File: src/rtl/seg_scan_ctrl.sv
// Scan controller for a common-anode multi-digit seven-segment display: rotates
// through a frame of hex digits, committing new frames only at frame boundaries.
// Optional leading-zero suppression: define SEG_SCAN_LZ_SUPPRESS_EN.
module seg_scan_ctrl #(
    parameter int NUM_DIGITS   = 4,
    parameter int ON_CYCLES    = 50000,
    parameter int GUARD_CYCLES = 2
) (
    input  logic                    clk,
    input  logic                    rst,
    input  logic                    load_valid,
    output logic                    load_ready,
    input  logic [4*NUM_DIGITS-1:0] load_data,
    input  logic [NUM_DIGITS-1:0]   blank_mask,
    output logic [3:0]              nibble_out,
    output logic [NUM_DIGITS-1:0]   digit_en,
    output logic                    frame_start
);
    localparam int MAXC = (ON_CYCLES > GUARD_CYCLES) ? ON_CYCLES : GUARD_CYCLES;
    localparam int CW   = (MAXC > 1) ? $clog2(MAXC) : 1;
    localparam int IW   = $clog2(NUM_DIGITS);

    localparam logic [CW-1:0] ON_LAST    = CW'(ON_CYCLES - 1);
    localparam logic [CW-1:0] GUARD_LAST = CW'(GUARD_CYCLES - 1);
    localparam logic [IW-1:0] IDX_LAST   = IW'(NUM_DIGITS - 1);

    typedef enum logic {S_GUARD, S_ON} state_t;

    state_t                  state, state_d;
    logic [CW-1:0]           cnt, cnt_d;
    logic [IW-1:0]           idx, idx_d;
    logic                    boundary;

    logic [4*NUM_DIGITS-1:0] display, pend;
    logic                    pending;
    logic [3:0]              cur_digit;
    logic                    dark;

    always_ff @(posedge clk) begin
        if (rst) begin
            state <= S_GUARD;
            cnt   <= '0;
            idx   <= '0;
        end else begin
            state <= state_d;
            cnt   <= cnt_d;
            idx   <= idx_d;
        end
    end

    always_comb begin
        state_d  = state;
        cnt_d    = cnt + 1'b1;
        idx_d    = idx;
        boundary = 1'b0;
        case (state)
            S_GUARD: begin
                if (cnt == GUARD_LAST) begin
                    state_d = S_ON;
                    cnt_d   = '0;
                end
            end
            S_ON: begin
                if (cnt == ON_LAST) begin
                    state_d = S_GUARD;
                    cnt_d   = '0;
                    if (idx == IDX_LAST) begin
                        idx_d    = '0;
                        boundary = 1'b1;
                    end else begin
                        idx_d = idx + 1'b1;
                    end
                end
            end
            default: begin
                state_d = S_GUARD;
                cnt_d   = '0;
            end
        endcase
    end

    // A transfer can only happen while nothing is pending, so a transfer that
    // lands on a boundary is naturally deferred to the following boundary.
    always_ff @(posedge clk) begin
        if (rst) begin
            display <= '0;
            pend    <= '0;
            pending <= 1'b0;
        end else if (boundary && pending) begin
            display <= pend;
            pending <= 1'b0;
        end else if (load_valid && !pending) begin
            pend    <= load_data;
            pending <= 1'b1;
        end
    end

    assign load_ready = ~pending;
    assign cur_digit  = display[{idx, 2'b00} +: 4];

`ifdef SEG_SCAN_LZ_SUPPRESS_EN
    // lz[i]: digit i and every digit above it are zero; digit 0 always lights.
    logic [NUM_DIGITS-1:0] lz;
    assign lz[0] = 1'b0;
    for (genvar g = 1; g < NUM_DIGITS; g++) begin : g_lz
        if (g == NUM_DIGITS - 1) begin : g_top
            assign lz[g] = (display[4*g +: 4] == 4'h0);
        end else begin : g_mid
            assign lz[g] = (display[4*g +: 4] == 4'h0) && lz[g+1];
        end
    end
    assign dark = blank_mask[idx] | lz[idx];
`else
    assign dark = blank_mask[idx];
`endif

    // Outputs are registered from the current state so digit_en and
    // nibble_out always move on the same edge.
    always_ff @(posedge clk) begin
        if (rst) begin
            digit_en    <= '0;
            nibble_out  <= '0;
            frame_start <= 1'b0;
        end else begin
            digit_en    <= '0;
            nibble_out  <= '0;
            frame_start <= (state == S_GUARD) && (idx == '0) && (cnt == '0);
            if (state == S_ON) begin
                nibble_out <= cur_digit;
                if (!dark)
                    digit_en <= NUM_DIGITS'(1) << idx;
            end
        end
    end

endmodule

File: config.mk
export PLATFORM = sky130hd
export DESIGN_NAME = seg_scan_ctrl
export DESIGN_NICKNAME = d
export VERILOG_FILES = /design/src/rtl/seg_scan_ctrl.sv
export SDC_FILE = /design/constraint.sdc
export NUM_CORES = 1
export LEC_CHECK = 0
export BUFFER_PORTS_ARGS = -buffer_cell sky130_fd_sc_hd__buf_4
export CORE_ASPECT_RATIO = 2
export CORE_UTILIZATION = 50
export DETAILED_ROUTE_END_ITERATION = 10
export PLACE_DENSITY = 0.77
export SYNTH_ARGS = -nofsm -noshare
export SYNTH_HDL_FRONTEND = slang
export SYNTH_SLANG_ARGS = --single-unit
export TNS_END_PERCENT = 10
File: constraint.sdc
create_clock -name clk -period 3.3 [get_ports clk]
set_clock_uncertainty 0.2 [all_clocks]
set_input_delay 0.66 -clock clk [delete_from_list [all_inputs] [get_ports clk]]
set_output_delay 0.66 -clock clk [all_outputs]
set_load 0.1 [all_outputs]
==> results.sh, run 1 <==
export IMPL_status="completed"
export IMPL_slowest_stage="dfxtp_1"
export IMPL_synth_cell_types=29
export IMPL_grt_pass1_vias=1984
export IMPL_cts_tree="built"
export IMPL_p_per_area_nw_per_um2=521
export IMPL_ctsResizeCount=0
export IMPL_drc=0
export IMPL_gp_congestion=0.810
export IMPL_cp_slowest_stage_delay_ps=440
export IMPL_antenna_cells=0
export IMPL_grt_max_degree=38
export IMPL_final_nets=342
export IMPL_via_per_inst=5.35
export IMPL_synth_most_common_cell="nand2_1"
export IMPL_critPathTopFamily="simple AND/OR/NAND/NOR gates"
export IMPL_post_drt_wl_per_cell_um=13.8
export IMPL_place_hpwl_um=3760
export IMPL_hold_path_class="flip-flop to flip-flop"
export IMPL_start_util=0.520
export IMPL_dr_pass1_iters=4
export IMPL_crit_path_end_kind="flip-flop"
export IMPL_clockBufferDepth=2
export IMPL_finalNonFillerCells=375
export IMPL_rr_worst_depth=5
export IMPL_fillers=464
export IMPL_die_area_sq_um=5410
export IMPL_synthToLayoutAreaGrowth_pct=15.8
export IMPL_synth_edff_count=0
export IMPL_ys_flop_type="dfxtp_1"
export IMPL_setup_violations=0
export IMPL_grt_setup_unrepaired="false"
export IMPL_ys_warn_count=0
export IMPL_seqCellArea_sq_um=1220
export IMPL_min_from="display[14]"
export IMPL_cp_required_ps=3360
export IMPL_place_inst=360
export IMPL_final_antenna_net_count=0
export IMPL_yosys_area_top_type_share=0.478
export IMPL_antenna_found_initial=0
export IMPL_worst_slack_ps=1200
export IMPL_rr_endpoint="display[13]"
export IMPL_drt_wl_total_um=5170
export IMPL_synth_seq_area_share=0.478
export IMPL_die_w_um=52.5
export IMPL_root_buffer="clkbuf_8"
export IMPL_cts_reportedPaths_clkPinSlew_ps=60
export IMPL_die_h_um=103
export IMPL_std_cell_rows=36
export IMPL_synth_nets=314
export IMPL_synth_area_per_cell_sq_um=8.93
export IMPL_ys_async_sr_fraction=0
export IMPL_clkLatencyLatePin_ps=340
export IMPL_synthTopCellsByArea="dfxtp_1, nand2_1, mux2i_1"
export IMPL_synth_largest_area_cell="dfxtp_1"
export IMPL_cts_made_buffers=9
export IMPL_fin_crit_ps=2100
export IMPL_netlist_area_sq_um=2550
export IMPL_maxCapViolations=0
export IMPL_design_core_area_sq_um=4910
export IMPL_synthesis_instances=286
export IMPL_drive_gt1_frac=0.173
export IMPL_r2r_start="cnt[0]"
export IMPL_cp_common_cell="and4_1"
export IMPL_path_cells="ha_1 > and4_1 > and4_1 > and3_4 > mux2i_1"
export IMPL_io_buffers=32
export IMPL_worstSetupStartpointType="flip-flop"
export IMPL_detail_route_iter0_violations=33
export IMPL_fin_crit_sh=0.637
export IMPL_rrSetupSlack_ps=1200
export IMPL_ir_drop_mv=0.400
export IMPL_fmax_mhz=476
export IMPL_critical_path_class="flip-flop to flip-flop"
export IMPL_grtUsageTotal=0.223
export IMPL_multi_input_area_sq_um=1190
export IMPL_ctsHoldBuffers=0
export IMPL_overflow=0
export IMPL_finalPower_w=0.00154
export IMPL_ys_ff_latch=61
export IMPL_htreeDepth=3
export IMPL_cellLeakagePower_nw=1.09
export IMPL_finalHoldViolCount=0
export IMPL_clock_sinks=61
export IMPL_tns_ps=0
export IMPL_slew_viol_final=0
export IMPL_grt_pass1_wl_um=8600
export IMPL_worst_slew_pin_slew_ps=654
export IMPL_worst_endpoint_arrival_ps=2170
export IMPL_postPlaceCellArea_sq_um=2780
export IMPL_maxSlewHeadroom=0.563
export IMPL_vias=2008
export IMPL_critical_path_max_fanout=17
export IMPL_cp_buffers_inverters=0
export IMPL_ioPinCount=33
export IMPL_synth_common_cells="nand2_1, dfxtp_1, nor2_1"
export IMPL_final_cell_area_sq_um=2960
export IMPL_min_to="display[14]"
export IMPL_hold_depth=2
export IMPL_post_cts_buffers=0
export IMPL_place_ws_ps=1200
## cells in the final DEF, fill, tap and decap left out, types with 9 or more instances in the layout
cell type / synthesis / routed
a21oi_1: 18 / 18
buf_4: 0 / 34
clkbuf_8: 0 / 12
dfxtp_1: 61 / 61
inv_1: 11 / 11
mux2i_1: 16 / 16
nand2_1: 74 / 74
nor2_1: 21 / 21
nor4_1: 9 / 9
xnor2_1: 12 / 12
## worst max-delay path by stage
stage	start	end	slack [ps]	cells past startpoint
2_1_floorplan	cnt[0]	display[10]	1380	7
3_3_place_gp	cnt[0]	display[2]	1300	5
3_5_place_dp	cnt[0]	display[13]	1200	5
4_1_cts	cnt[0]	display[13]	1190	5
5_1_grt	state	cnt[4]	1050	4
6_report	cnt[0]	display[13]	1200	5
## state kept, by name, summed over array words and instances, names as in the netlist
signal       count
cnt             16
display         16
pend            16
digit_en         4
nibble_out       4
idx              2
frame_start      1
pending          1
state            1
## worst register-to-register path: stages, from the launching register on
cell,delay [ps]
dfxtp_1,440
ha_1,270
and4_1,260
and4_1,230
and3_4,390
mux2i_1,240
## metal layers
layer / global-route usage / share of wire / wire length (um)
met4: 0.140 / 0.035 / 183
met2: 0.396 / 0.56 / 2910
met1: 0.215 / 0.37 / 1900
met3: 0.0649 / 0.033 / 172
met5: 0 / 0 / 0
## kinds of logic after synthesis
kind of cell,count (synthesis),synth area share
adder cells (fa/ha/maj),5,0.0245
multiplexers,20,0.0980
XOR/XNOR,14,0.0480
buffers and inverters,28,0.0559
AND/OR/NAND/NOR,137,0.250
AO/OA/AOI/OAI,21,0.0456
flip-flops,61,0.478
## cell type report
class                      count  share of cell area
sequential                    61               0.413
multi-input combinational    197               0.402
timing repair buffer          34              0.0863
clock buffer                  14              0.0584
tap                           57              0.0241
inverter                      11              0.0140
clock inverter                 1             0.00169
## per-stage QoR
stage / utilization / hold WS (ps)
after floorplan: - / 232
after global placement: 0.566 / 238
after detailed placement: 0.566 / 245
after CTS: 0.602 / 255
after global routing: 0.602 / 264
final: 0.602 / 255
## power by group
group	internal (W)	leakage, nW	total (W)	switching [W]
Clock	0.000329	0.0926	0.000596	0.000267
Sequential	0.000761	0.495	0.000786	0.0000243
Combinational	0.0000558	0.505	0.000159	0.000103
Total	0.00115	1.09	0.00154	0.000394
No activity file was read; power rests on OpenSTA's default activity.
==> run 2, diff against run 1 <==
PLACE_DENSITY = 0.79   (was 0.77)
clock period = 1.9 ns   (was 3.3 ns; I/O delays follow)
==> run 2 against run 1 <==
Combinational power up 130%. Utilization grew 6.1 points. Worst hold slack worse by 180 ps. Wire length grew 8.4%. Critical path type unchanged. Final area grew 10%. Highest routed layer unchanged. Largest cell class unchanged. Flip-flop and latch count unchanged. Setup slack got worse by 1100 ps.
==> results.sh, run 2 (synthesis results as in run 1) <==
export IMPL_antenna_found_initial=0
export IMPL_finalHoldViolCount=0
export IMPL_p_switching_w=0.000738
export IMPL_post_drt_wl_per_cell_um=14.1
export IMPL_grt_max_degree=29
export IMPL_detail_route_iter0_violations=45
export IMPL_ir_drop_mv=0.702
export IMPL_drc=0
export IMPL_dr_pass1_iters=4
export IMPL_grt_setup_unrepaired="false"
export IMPL_fmax_mhz=553
export IMPL_critical_path_max_fanout=15
export IMPL_rr_worst_depth=6
export IMPL_std_cell_rows=36
export IMPL_worst_slew_pin_slew_ps=391
export IMPL_design_core_area_sq_um=4910
export IMPL_cellLeakagePower_nw=1.25
export IMPL_postPlaceCellArea_sq_um=2940
export IMPL_overflow=0
export IMPL_clkPwrFrac=0.445
export IMPL_cp_slowest_stage_delay_ps=330
export IMPL_grt_pass1_wl_um=9110
export IMPL_path_cells="ha_2 > and4_4 > and4_1 > and3_4 > buf_12 > mux2i_1"
export IMPL_cts_reportedPaths_clkPinSlew_ps=70
export IMPL_r2r_start="cnt[0]"
export IMPL_min_from="load_data[7]"
export IMPL_slowest_stage="dfxtp_2"
export IMPL_grt_pass1_vias=2112
export IMPL_ioPinCount=33
export IMPL_internal_power_w=0.00236
export IMPL_status="completed"
export IMPL_layout_commonest_cell="nand2_1"
export IMPL_clkLatencyLatePin_ps=340
export IMPL_reg_top3="cnt: 16 flops, display: 16 flops, pend: 16 flops"
export IMPL_maxCapViolations=0
export IMPL_cts_tree="built"
export IMPL_grtUsageTotal=0.234
export IMPL_slew_viol_final=0
export IMPL_fillers=394
export IMPL_pwr_share_seq=0.435
export IMPL_gp_congestion=0.886
export IMPL_htreeDepth=3
export IMPL_synthToLayoutAreaGrowth_pct=27.5
export IMPL_die_h_um=103
export IMPL_worst_slack_ps=92.7
export IMPL_drive_gt1_frac=0.243
export IMPL_via_per_inst=5.34
export IMPL_vias=2129
export IMPL_final_antenna_net_count=0
export IMPL_die_w_um=52.5
export IMPL_place_inst=377
export IMPL_setup_violations=0
export IMPL_final_cell_area_sq_um=3260
export IMPL_place_ws_ps=33.5
export IMPL_cts_made_buffers=9
export IMPL_clockBufferDepth=2
export IMPL_finalNonFillerCells=399
export IMPL_p_per_area_nw_per_um2=950
export IMPL_critical_path_class="flip-flop to flip-flop"
export IMPL_start_util=0.520
export IMPL_io_buffers=32
export IMPL_utilization=0.663
export IMPL_final_nets=365
export IMPL_crit_path_end_kind="flip-flop"
export IMPL_maxSlewHeadroom=0.739
export IMPL_hold_path_class="input port to flip-flop"
export IMPL_fin_crit_ps=1810
export IMPL_cp_required_ps=1970
export IMPL_root_buffer="clkbuf_8"
export IMPL_rrSetupSlack_ps=90
export IMPL_drt_wl_total_um=5610
export IMPL_hold_depth=3
export IMPL_final_cell_mix="nand2_1, dfxtp_1, buf_4"
export IMPL_antenna_cells=0
export IMPL_swShare=0.239
export IMPL_clock_sinks=61
export IMPL_fin_crit_sh=0.951
export IMPL_min_to="pend[7]"
export IMPL_die_area_sq_um=5410
export IMPL_p_comb_frac=0.119
export IMPL_place_hpwl_um=3940
export IMPL_worst_endpoint_arrival_ps=1880
export IMPL_rr_endpoint="display[9]"
export IMPL_worstSetupStartpointType="flip-flop"
[run 2: metal layers]
metal / vias up / wire (um) / part of all wire / global-route usage
met5: - / 0 / 0 / 0
met4: 0 / 108 / 0.019 / 0.0972
met3: 13 / 196 / 0.035 / 0.0796
met2: 45 / 3260 / 0.58 / 0.431
met1: 1010 / 2040 / 0.36 / 0.227
li1: 1061 / - / - / -
[run 2: cell type report]
class / count / area [sq um] / area share
inverters: 11 / 45.0 / 0.0138
clock inverters: 3 / 65.1 / 0.0200
flip-flops and latches: 61 / 1220 / 0.376
well taps: 57 / 71.3 / 0.0219
multi-input cells: 197 / 1190 / 0.367
repair buffers: 57 / 475 / 0.146
clock buffers: 13 / 179 / 0.0550
[run 2: power groups by stage]
stage	combinational, W	sequential [W]	clock, W
2_1_floorplan	0.000153	0.00143	0
3_3_place_gp	0.000354	0.00137	0
3_5_place_dp	0.000359	0.00137	0
4_1_cts	0.000367	0.00135	0.00139
5_1_grt	0.000403	0.00135	0.00145
6_report	0.000369	0.00135	0.00138
[run 2: critical path: cells and delay by family, from the launching register on]
kind | cells | cell delay [ps]
DFF | 1 | 330
adders and majority gates | 1 | 180
and+or+nand+nor | 3 | 650
muxes | 1 | 200
buffers and inverters | 1 | 160
[run 2: metrics by stage]
| stage | power [W] | hold slack, ps | setup TNS [ps] |
|---|---|---|---|
| after floorplan | 0.00158 | 232 | -132 |
| final | 0.00309 | 77.2 | 0 |
| after detailed placement | 0.00173 | 247 | 0 |
| after global routing | 0.00321 | 76.6 | 0 |
| after CTS | 0.00310 | 71.0 | 0 |
| after global placement | 0.00173 | 238 | 0 |
[run 2: what timing repair did]
item | 4_1_cts | 5_1_grt
hold endpoints to repair | 4 | 0
endpoints found under the setup margin | 0 | 17
hold buffers | 4 | 0
resized for setup | 0 | 3
buffers inserted | 0 | 2
[run 2: how the worst max path moves through the flow]
stage / from / end / slack [ps] / cells past startpoint
global placement: cnt[1] / display[2] / 110 / 5
floorplan: pending / pend[10] / -10 / 5
detailed placement: cnt[1] / display[15] / 30 / 5
global route: cnt[5] / idx[0] / 7 / 5
CTS: cnt[1] / display[15] / 20 / 5
finish: cnt[0] / display[9] / 90 / 6
